`src/rtl/nonogram_pkg.sv`:
```
// Shared types and helpers for the nonogram solution streamer.
package nonogram_pkg;

  localparam int MAX_DIM_DEF = 11;

  typedef enum logic [2:0] {
    IDLE,
    LOAD,
    SEND,
    WAIT,
    FINISH
  } state_t;

  // Byte counter width: header (2) + two bytes per row + optional checksum.
  function automatic int cnt_width(input int max_dim);
    return $clog2(2 * max_dim + 3);
  endfunction

endpackage

```
`src/rtl/row_byte_mux.sv`:
```
// Combinational byte selector: header bytes n/m, then low/high half of each
// row with columns at index >= m forced to zero.
module row_byte_mux
  import nonogram_pkg::*;
#(
  parameter int MAX_DIM = MAX_DIM_DEF,
  parameter int IDX_W   = cnt_width(MAX_DIM)
) (
  input  logic [MAX_DIM*MAX_DIM-1:0] grid,
  input  logic [3:0]                 n,
  input  logic [3:0]                 m,
  input  logic [IDX_W-1:0]           idx,
  output logic [7:0]                 byte_sel
);

  logic [IDX_W-1:0]   row_idx;
  logic [MAX_DIM-1:0] row;
  logic [MAX_DIM-1:0] mask;
  logic [15:0]        row_pad;

  // Pick the row addressed by idx, mask unused columns, split into halves.
  always_comb begin
    row_idx = (idx - IDX_W'(2)) >> 1;
    row     = '0;
    for (int r = 0; r < MAX_DIM; r++)
      if (row_idx == IDX_W'(r)) row = grid[r*MAX_DIM +: MAX_DIM];
    mask = '0;
    for (int c = 0; c < MAX_DIM; c++)
      mask[c] = (4'(c) < m);
    row_pad = 16'(row & mask);
    if (idx == IDX_W'(0))      byte_sel = {4'b0, n};
    else if (idx == IDX_W'(1)) byte_sel = {4'b0, m};
    else if (idx[0])           byte_sel = row_pad[15:8];
    else                       byte_sel = row_pad[7:0];
  end

endmodule

```
`src/rtl/solution_streamer.sv`:
```
// Streams a solved nonogram grid to a UART transmitter, one byte per
// tx_done handshake: n, m, then low/high bytes per row.
// Optional: define STREAMER_CHECKSUM_EN to append an XOR checksum byte.
module solution_streamer
  import nonogram_pkg::*;
#(
  parameter int MAX_DIM = MAX_DIM_DEF
) (
  input  logic                       clk,
  input  logic                       rst_n,
  input  logic                       start,
  input  logic [MAX_DIM*MAX_DIM-1:0] solution,
  input  logic [3:0]                 n,
  input  logic [3:0]                 m,
  input  logic                       tx_done,
  output logic                       valid_out,
  output logic [7:0]                 byte_out,
  output logic                       busy,
  output logic                       done
);

  localparam int         IDX_W = cnt_width(MAX_DIM);
  localparam logic [3:0] DIM4  = 4'(MAX_DIM);

  state_t                     state, state_nx;
  logic [MAX_DIM*MAX_DIM-1:0] grid;
  logic [3:0]                 n_q, m_q;
  logic [IDX_W-1:0]           idx;       // bytes already emitted
  logic [IDX_W-1:0]           rows_end;  // index just past the last row byte
  logic [IDX_W-1:0]           total;
  logic [7:0]                 row_byte, cur_byte;

  assign rows_end = IDX_W'({n_q, 1'b0}) + IDX_W'(2);

  row_byte_mux #(.MAX_DIM(MAX_DIM), .IDX_W(IDX_W)) u_mux (
    .grid     (grid),
    .n        (n_q),
    .m        (m_q),
    .idx      (idx),
    .byte_sel (row_byte)
  );

`ifdef STREAMER_CHECKSUM_EN
  logic [7:0] csum;

  assign total    = rows_end + IDX_W'(1);
  assign cur_byte = (idx == rows_end) ? csum : row_byte;

  // Running XOR of every byte as it is presented to the transmitter.
  always_ff @(posedge clk or negedge rst_n) begin
    if (!rst_n)                     csum <= '0;
    else if (state == IDLE && start) csum <= '0;
    else if (state == SEND)          csum <= csum ^ byte_out;
  end
`else
  assign total    = rows_end;
  assign cur_byte = row_byte;
`endif

  // Next-state logic; tx_done only matters while waiting on a byte.
  always_comb begin
    state_nx = state;
    case (state)
      IDLE:    if (start) state_nx = LOAD;
      LOAD:    state_nx = SEND;
      SEND:    state_nx = WAIT;
      WAIT:    if (tx_done) state_nx = (idx == total) ? FINISH : SEND;
      FINISH:  state_nx = IDLE;
      default: state_nx = IDLE;
    endcase
  end

  // State, latched job data, byte counter and the held output byte.
  always_ff @(posedge clk or negedge rst_n) begin
    if (!rst_n) begin
      state    <= IDLE;
      grid     <= '0;
      n_q      <= '0;
      m_q      <= '0;
      idx      <= '0;
      byte_out <= '0;
    end else begin
      state <= state_nx;
      if (state == IDLE && start) begin
        grid <= solution;
        n_q  <= (n > DIM4) ? DIM4 : n;
        m_q  <= (m > DIM4) ? DIM4 : m;
        idx  <= '0;
      end
      if (state == SEND) idx <= idx + IDX_W'(1);
      // byte_out changes only on entry to SEND, so it holds between bytes.
      if (state_nx == SEND) byte_out <= cur_byte;
    end
  end

  assign valid_out = (state == SEND);
  assign busy      = (state == LOAD) || (state == SEND) || (state == WAIT);
  assign done      = (state == FINISH);

endmodule

```
`config.mk`:
```
export PLATFORM = sky130hd
export DESIGN_NAME = solution_streamer
export DESIGN_NICKNAME = d
export VERILOG_FILES = /design/src/rtl/nonogram_pkg.sv /design/src/rtl/row_byte_mux.sv /design/src/rtl/solution_streamer.sv
export SDC_FILE = /design/constraint.sdc
export NUM_CORES = 1
export LEC_CHECK = 0
export ABC_AREA = 1
export BUFFER_PORTS_ARGS = -buffer_cell sky130_fd_sc_hd__buf_2
export CAP_MARGIN = 15
export CELL_PAD_IN_SITES_DETAIL_PLACEMENT = 1
export CELL_PAD_IN_SITES_GLOBAL_PLACEMENT = 2
export CORE_MARGIN = 2
export CORE_UTILIZATION = 33
export CTS_CLUSTER_DIAMETER = 200
export DETAILED_ROUTE_END_ITERATION = 7
export GPL_ROUTABILITY_DRIVEN = 0
export HOLD_SLACK_MARGIN = 0.08
export MAX_ROUTING_LAYER = met4
export PLACE_DENSITY_LB_ADDON = 0.1
export SLEW_MARGIN = 30
export SYNTH_ARGS = -nofsm -noshare
export SYNTH_HDL_FRONTEND = slang
export SYNTH_HIERARCHICAL = 1
export SYNTH_SLANG_ARGS = --single-unit
```
`constraint.sdc`:
```
create_clock -name clk -period 2.7 [get_ports clk]
set_input_delay 0.54 -clock clk [delete_from_list [all_inputs] [get_ports clk]]
set_output_delay 0.54 -clock clk [all_outputs]
set_load 0.005 [all_outputs]
```
# Word-level counts from Yosys, hierarchy flattened
# Index checks and enable logic that the tools add are counted.
dict set report totals {
  register_bits 145
  inputBits 133
  wordCells 69
}
dict set report classes {
  n_addsub 3
  n_lt_le_gt_ge 13
  eq_ne 17
  n_mux 22
  bitwise 1
  reduce_logical 7
}
# operator count
set ops {}
lappend ops {{$mux 11} 11}
lappend ops {{$mux 8} 3}
lappend ops {{$eq 4x3->1 const B} 4}
lappend ops {{$lt 3x4->1 const A} 4}
lappend ops {{$eq 4x4->1 const B} 3}
lappend ops {{$lt 4x4->1 const A} 3}
lappend ops {{$pmux 3 s4} 1}
lappend ops {{$and 11x11->11} 1}
lappend ops {{$logic_not 5->1} 2}
lappend ops {{$mux 5} 2}
lappend ops {{$eq 3x2->1 const B} 3}
lappend ops {{$mux 3} 3}
lappend ops {{$eq 4x2->1 const B} 2}
lappend ops {{$gt 4x4->1 const B} 2}
lappend ops {{$lt 1x4->1 const A} 2}
lappend ops {{$lt 2x4->1 const A} 2}
lappend ops {{$mux 4} 2}
lappend ops {{$add 5x1->5 const B} 1}
lappend ops {{$add 5x2->5 const B} 1}
lappend ops {{$eq 5x1->1 const B} 1}
lappend ops {{$eq 5x5->1} 1}
lappend ops {{$sub 5x2->5 const B} 1}
lappend ops {{$eq 4x1->1 const B} 1}
lappend ops {{$eq 3x1->1 const B} 1}
lappend ops {{5 further kinds} 6}

# Longest topological paths before layout
# Gate-level depths: netlist of the first run.
dict set report depth {
  ltp_word 17
  depth_mapped 16
}

# Hierarchy
# Netlist of the first run, hierarchy kept.
# module instances cells_per_inst area_per_inst_um2
set modules_own_cells {}
lappend modules_own_cells {solution_streamer 1 652 5713.0}
lappend modules_own_cells {row_byte_mux 1 282 1273.7}

# Worst setup path before layout of the first run
# OpenSTA, ideal clock, no wires.
dict set report synth_path {
  path_type {register to register}
  from {register idx[1]}
  to {register byte_out[2]}
  setup_time_ns 0.066
  t_arrival_ns 1.613
  required_time_ns 2.634
  setup_slack_ns 1.021
  path_stages_with_launch 16
  synth_period_minus_slack_ns 1.679
  cell_sequence {dfrtp_1 > buf_4 > nor3_1 > nand2_1 > inv_1 > buf_4 > nand2_1 > nand2_1 > inv_1 > nand3_1 > nand2_1 > nand2_1 > nand2_1 > nand3_1 > nand4_1 > nand2_1}
}
dict set report synth_between {
  elab_chain_cells 17
  word_cells_on_any_way 34
  classes_between {add/sub: 1; eq/ne: 13; mux: 17; bitwise: 1; reduce/logical: 2}
}
# item line
set synth_rtl {}
lappend synth_rtl {{from (decl)} solution_streamer.sv:28} ;# logic [IDX_W-1:0] idx;
lappend synth_rtl {{from (signal assigned)} solution_streamer.sv:90} ;# if (state == SEND) idx <= idx + IDX_W'(1);
lappend synth_rtl {{$sub 5x2->5} row_byte_mux.sv:23} ;# row_idx = (idx - IDX_W'(2)) >> 1;
lappend synth_rtl {{$logic_not 5->1} row_byte_mux.sv:26} ;# if (row_idx == IDX_W'(r)) row = grid[r*MAX_DIM +: MAX_DIM];
lappend synth_rtl {{$mux 11 (11 in series)} row_byte_mux.sv:26}
lappend synth_rtl {{$and 11x11->11} row_byte_mux.sv:30} ;# row_pad = 16'(row & mask);
lappend synth_rtl {{$mux 8} row_byte_mux.sv:33} ;# else if (idx[0]) byte_sel = row_pad[15:8];
lappend synth_rtl {{$mux 8} row_byte_mux.sv:32} ;# else if (idx == IDX_W'(1)) byte_sel = {4'b0, m};
lappend synth_rtl {{$mux 8 (*)} row_byte_mux.sv:31} ;# if (idx == IDX_W'(0)) byte_sel = {4'b0, n};
lappend synth_rtl {{named net cur_byte[2]} solution_streamer.sv:31} ;# logic [7:0] row_byte, cur_byte;
lappend synth_rtl {{to (signal assigned)} solution_streamer.sv:92} ;# if (state_nx == SEND) byte_out <= cur_byte;
lappend synth_rtl {{to (decl)} solution_streamer.sv:17} ;# output logic [7:0] byte_out,
# Mark *: on every way through the listed nets, which the timed path passes. The rest lies on a longest branch.
# A chain may end at the register's enable or synchronous reset.

# Worst setup path after layout of the first run
# Same ends and word-level chain as after synthesis.

==> results of run 1 <==
kinds of logic (layout without fill, tap and decap cells):
kind of cell | Yosys count | after routing | synth area share
DFF | 145 | 145 | 0.519
adders and majority gates | 2 | 2 | 0.00358
AOI/OAI and AO/OA | 58 | 58 | 0.0484
buffers and inverters | 98 | 249 | 0.0612
and+or+nand+nor | 631 | 631 | 0.367
worst reg2reg max path, delay by kind of cell (launching register included):
| kind | cells | cell delay, ns |
|---|---|---|
| flip-flops | 1 | 0.60 |
| AND/OR/NAND/NOR | 8 | 1.60 |
path summary, 6_finish.rpt:
check                      cells past startpoint  slack (ns)     endpoint          from
max                                            8        0.41  byte_out[2]        idx[1]
min                                            1        0.11     grid[15]         rst_n
max reg2reg                                    8        0.41  byte_out[2]        idx[1]
min reg2reg                                    2        0.48     grid[65]      grid[65]
max in group asynchronous                      2        1.83  byte_out[4]         rst_n
min in group clk                               3        0.29     grid[53]  solution[53]
cells in the mapped netlist:
master | instances | area, µm²
nand2_1 | 504 | 1890
dfrtp_1 | 145 | 3630
nor2_1 | 56 | 210
inv_1 | 52 | 195
nand4_1 | 32 | 200
a21oi_1 | 26 | 130
nand3_1 | 20 | 100
buf_2 | 18 | 90.1
o21ai_0 | 15 | 75.1
buf_4 | 10 | 75.1
inv_2 | 10 | 37.5
clkbuf_1 | 7 | 26.3
a211oi_1 | 5 | 37.5
or2_2 | 5 | 31.3
a311oi_1 | 4 | 35.0
nand4_2 | 3 | 37.5
nor3_1 | 3 | 15.0
a22o_1 | 2 | 17.5
ha_1 | 2 | 25.0
nand3_4 | 2 | 35.0
and2_1 | 1 | 6.26
clkinv_1 | 1 | 3.75
nand2_2 | 1 | 6.26
nand3_2 | 1 | 10.0
nor2_2 | 1 | 6.26
nor2_4 | 1 | 11.3
o2111ai_1 | 1 | 8.76
o21a_1 | 1 | 7.51
o21ai_1 | 1 | 5.00
o21bai_1 | 1 | 7.51
o22ai_1 | 1 | 6.26
o31ai_1 | 1 | 7.51
or2_1 | 1 | 6.26
cell usage in the layout, fill, tap and decap left out, drive strengths merged:
| cell type | n |
|---|---|
| buf | 154 |
| o21a | 1 |
| a21oi | 26 |
| o31ai | 1 |
| clkinvlp | 3 |
| ha | 2 |
| nand3 | 23 |
| clkbuf | 18 |
| o22ai | 1 |
| nand2 | 505 |
| nand4 | 35 |
| or2 | 6 |
| and2 | 1 |
| inv | 69 |
| bufinv | 2 |
| a22o | 2 |
| o2111ai | 1 |
| nor2 | 58 |
| o21bai | 1 |
| a211oi | 5 |
| a311oi | 4 |
| o21ai | 16 |
| clkinv | 3 |
| dfrtp | 145 |
| nor3 | 3 |
power groups by stage:
stage,sequential (mW),clock [mW],combinational (mW)
after floorplan,2.42,0,0.583
after global placement,2.48,0,0.923
after detailed placement,2.47,0,0.933
after CTS,2.44,2.52,0.940
after global routing,2.46,2.61,1.06
final,2.44,2.46,0.923
sequential cells by signal (all words and copies together), names as in the netlist:
signal	count
idx	5
byte_out	8
n_q	4
m_q	4
grid	121
state	3
per-stage QoR:
| stage | util | power (mW) |
|---|---|---|
| detailed placement | 0.383 | 3.41 |
| floorplan | - | 3.00 |
| finish | 0.412 | 5.82 |
| global placement | 0.383 | 3.40 |
| CTS | 0.412 | 5.89 |
| global route | 0.412 | 6.12 |
layer usage:
layer / track usage / wire length (µm) / up-vias
li1: - / - / 3198
met1: 0.317 / 11800 / 3035
met2: 0.311 / 9550 / 134
met3: 0.0341 / 902 / 21
met4: 0.0633 / 339 / 0
met5: - / 0 / -
area by class of cell:
cell class,count,area share
Clock buffer,18,0.0510
Clock inverter,14,0.0196
Inverter,63,0.0276
Multi-Input combinational cell,691,0.341
Sequential cell,145,0.422
Tap cell,275,0.0400
Timing Repair Buffer,154,0.0993
==> impl_metrics.ini, run 1 <==
[finish]
fin_area_mm2 = 0.00860
antenna_cells = 0
multi_input_area_mm2 = 0.00293
fin_cells = 1360
fin_nets = 1207
layout-drive-gt1-share = 0.194
area_growth_pct = 23.1
seqCellArea_mm2 = 0.00363
fillers = 2644

[placement]
place_inst = 1328
placed_area_mm2 = 0.00800
post-place-ws_ns = 0.459
dpl.hpwl_mm = 16.9
port_buffers = 143

[pwr]
p_int_mw = 4.02
power.switching_mw = 1.80
seqPwrFrac = 0.419
p_comb_frac = 0.159
power.share.clock = 0.423
leakage_nw = 4.80
cellPowerDensity_mw_per_mm2 = 676
sw_frac_of_total = 0.310
ir_drop_v = 0.000377

[die]
io_pins = 144
die_h_um = 150
rows = 53
core_mm2 = 0.0209
die_w_um = 150
start_util = 0.334
dieArea_mm2 = 0.0224

[sta]
setup_tns_ns = 0
skew_ns = 0.0142
slew_violations = 0
max_freq_mhz = 436
grt_setup_unrepaired = false
slew_headroom = 0.576
timing.hold.ws_ns = 0.106
hold_viol_final = 0
setup_violations = 0
tightest_slew_ns = 0.636
fin_crit_sh = 0.849
setup_ws_ns = 0.407
period_needed_ns = 2.29

[synthesis]
syn-instance-count = 934
ys_seq_elements = 145
syn_area_per_cell_um2 = 7.48
yosysWarnings = 6
synth-seq-area-share = 0.519
netlist-cell-type-count = 33
syn-cell-area_mm2 = 0.00699
synth_nets = 1069

[routing]
drt-initial-drc-count = 312
drt-wirelength-per-cell_um = 16.6
drc = 0
drtPass1Iterations = 4
via_per_inst = 4.70
wirelength_mm = 22.6
postRouteAntennaNets = 0
vias = 6388

[setup_path]
critPathBufInv = 0
crit_slowest_cell = dfrtp_1
crit_type = reg2reg
critPathLaunchType = register
crit_family = simple AND/OR/NAND/NOR gates
arrival_ns = 2.62
path_cells = nand4_1, or2_2, nand2_1, nand3_1, nand2_1, nand3_1, nand4_1, nand2_1
worst-path-max-fanout = 13
endpoint_kind = register
path_common_cell = nand2_1
cp.required_ns = 3.03
critical_path.max_stage_delay_ns = 0.60

[cts]
clock_sinks = 145
root_buffer = clkbuf_16
htree_levels = 4
cts_buffers = 17
cts_buffer_depth = 2
post_cts_resized = 0
postCtsHoldBufs = 0
cts_tree = done
post-cts-setup-buffer-count = 0
clkLatencyLatePin_ns = 0.44
clkTransAtPathRegs_ns = 0.06

[global_route]
grt_overflow = 0
antenna_found_initial = 0
first_global_vias = 6641
grt_start_max_net_pins = 84
gr-usage-all-layers = 0.217
grt_pass1_wl_mm = 36.0

[run]
maxCapViolCount = 0

[worst_hold_path]
hp-class = in2async

[run_status]
status = finished, final reports clean
No activity file was read; power rests on OpenSTA's default activity.
==> run 2: changes to the inputs <==
Settings changed: ABC_AREA 1 to 0.
Clock period 2.7 ns to 2.1 ns, I/O delays scaled along.
==> impl_metrics.ini, run 2 <==
[routing]
via_per_inst = 5.16
drc = 0
drt-initial-drc-count = 233
drt-wirelength-per-cell_um = 21.1
drtPass1Iterations = 4
postRouteAntennaNets = 0
vias = 5552
wirelength_mm = 22.7

[worst_hold_path]
hp-class = in2reg
hold_depth = 2
hold_end = grid[47]
min-delay-start = solution[47]

[sta]
skew_ns = 0.00646
setup_violations = 0
period_needed_ns = 2.05
fin_crit_sh = 0.974
tightest_slew_ns = 0.592
max_freq_mhz = 489
slew_violations = 0
slew_headroom = 0.601
grt_setup_unrepaired = true
timing.hold.ws_ns = 0.224
hold_viol_final = 0
setup_ws_ns = 0.0541

[finish]
layout-drive-gt1-share = 0.544
top_register = grid
fin_cells = 1075
final_common_cell = buf_2
mostFrequentLayoutCells = 143 x buf_2, 141 x dfrtp_1, 132 x mux2_2
fin_nets = 922
antenna_cells = 0
area_growth_pct = 33.1
largest_register_ffs = 121
largestRegisters = grid x121, byte_out x8, idx x5
fin_area_mm2 = 0.00951

[pwr]
p_int_mw = 9.40
ir_drop_v = 0.000616
p_comb_frac = 0.427
power.switching_mw = 5.27
seqPwrFrac = 0.358
cellPowerDensity_mw_per_mm2 = 1540
total_power_mw = 14.7
power.share.clock = 0.215
leakage_nw = 4.22
sw_frac_of_total = 0.359

[setup_path]
cp.required_ns = 2.40
crit_slowest_cell = dfrtp_2
ff2ff_path_depth = 8
worstReg2RegStart = idx[3]
reg2reg_to = byte_out[3]
worst-path-max-fanout = 8
endpoint_kind = register
arrival_ns = 2.35
crit_type = reg2reg
critical_path.max_stage_delay_ns = 0.46
crit_family = compound AO/OA/AOI/OAI gates
path_cells = buf_6, buf_4, nor2_2, nand2_1, o221ai_1, o22a_1, o31ai_1, mux2_4
r2r_slack_ns = 0.05
critPathBufInv = 2
critPathLaunchType = register

[synthesis]
ys.flop_type = dfrtp_1
synthTopCellsByCount = 145 x dfrtp_1, 132 x mux2_2, 31 x a21oi_1, 29 x nor2_1, 20 x nand2_1
synth_area_leaders = dfrtp_1 51%, mux2_2 21%, a21oi_1 2.2%
synth_top_area_share = 0.508
ys_seq_elements = 145
syn-cell-area_mm2 = 0.00715
synth_area_leader_cell = dfrtp_1
yosys.cell_count.top_type = dfrtp_1
synth_edf_count = 0
async_reset_ff_frac = 1.00
synth-seq-area-share = 0.508
yosysWarnings = 6
syn_area_per_cell_um2 = 12.3
syn-instance-count = 583
netlist-cell-type-count = 69
synth_nets = 718

[global_route]
first_global_vias = 5982
grt_start_max_net_pins = 65
antenna_found_initial = 0
gr-usage-all-layers = 0.216
grt_pass1_wl_mm = 35.5
grt_overflow = 0

[die]
die_w_um = 151
dieArea_mm2 = 0.0229
start_util = 0.338
rows = 53
die_h_um = 151
io_pins = 144
core_mm2 = 0.0212

[cts]
clock_sinks = 145
cts_buffer_depth = 2
cts_tree = done
cts_buffers = 17
htree_levels = 4
root_buffer = clkbuf_16
clkLatencyLatePin_ns = 0.42
clkTransAtPathRegs_ns = 0.06

[placement]
dpl.hpwl_mm = 17.3
placed_area_mm2 = 0.00862
port_buffers = 143
post-place-ws_ns = -0.287
place_inst = 1033

[run_status]
status = finished, final reports clean

[run]
maxCapViolCount = 0
[run 2: how the worst max path moves through the flow]
stage / slack [ns] / depth (start not counted) / start / end
after detailed placement: -0.29 / 6 / idx[2] / byte_out[5]
final: 0.05 / 8 / idx[3] / byte_out[3]
after CTS: 0.001 / 6 / idx[3] / byte_out[1]
after floorplan: 0.12 / 6 / idx[3] / byte_out[1]
after global placement: -0.20 / 8 / idx[2] / byte_out[5]
after global routing: -0.03 / 9 / idx[2] / byte_out[2]
[run 2: metal layers]
layer	global-route usage	part of all wire
met1	0.291	0.46
met2	0.335	0.48
met3	0.0386	0.038
met4	0.0631	0.020
met5	-	0
[run 2: logic make-up (layout without fill, tap and decap cells)]
logic type	after synthesis	after routing	synth area share
compound gates	125	125	0.121
xor+xnor	7	7	0.0109
fa+ha+maj	2	2	0.00350
buf+inv	48	265	0.0361
flops	145	145	0.508
mux	152	152	0.243
simple gates	104	104	0.0772
[run 2: timing repair]
action	4_1_cts	5_1_grt
gates resized for setup	12	37
gates cloned	0	1
pin swaps	1	9
endpoints found under the hold margin	49	0
buffers inserted	3	5
hold buffers	1	0
setup endpoints to repair	6	8
[run 2: cell type report]
cell class,count,area [µm²]
Multi-Input combinational cell,390,3430
Fill cell,2308,11600
Inverter,8,30.0
Clock inverter,13,161
Timing Repair Buffer,225,1470
Tap cell,275,344
Sequential cell,145,3630
Clock buffer,19,443
[run 2: power groups by stage]
stage	Combinational, mW	Clock (mW)	Sequential (mW)
2_1_floorplan	3.68	0	4.75
6_report	6.27	3.15	5.25
3_3_place_gp	5.64	0	5.26
3_5_place_dp	5.77	0	5.28
4_1_cts	5.96	3.21	5.25
5_1_grt	6.76	3.36	5.47
[run 2: stage by stage]
step / util / setup TNS, ns
floorplan: - / 0
global placement: 0.408 / -0.345
detailed placement: 0.408 / -0.689
CTS: 0.440 / 0
global route: 0.450 / -0.0457
finish: 0.450 / 0
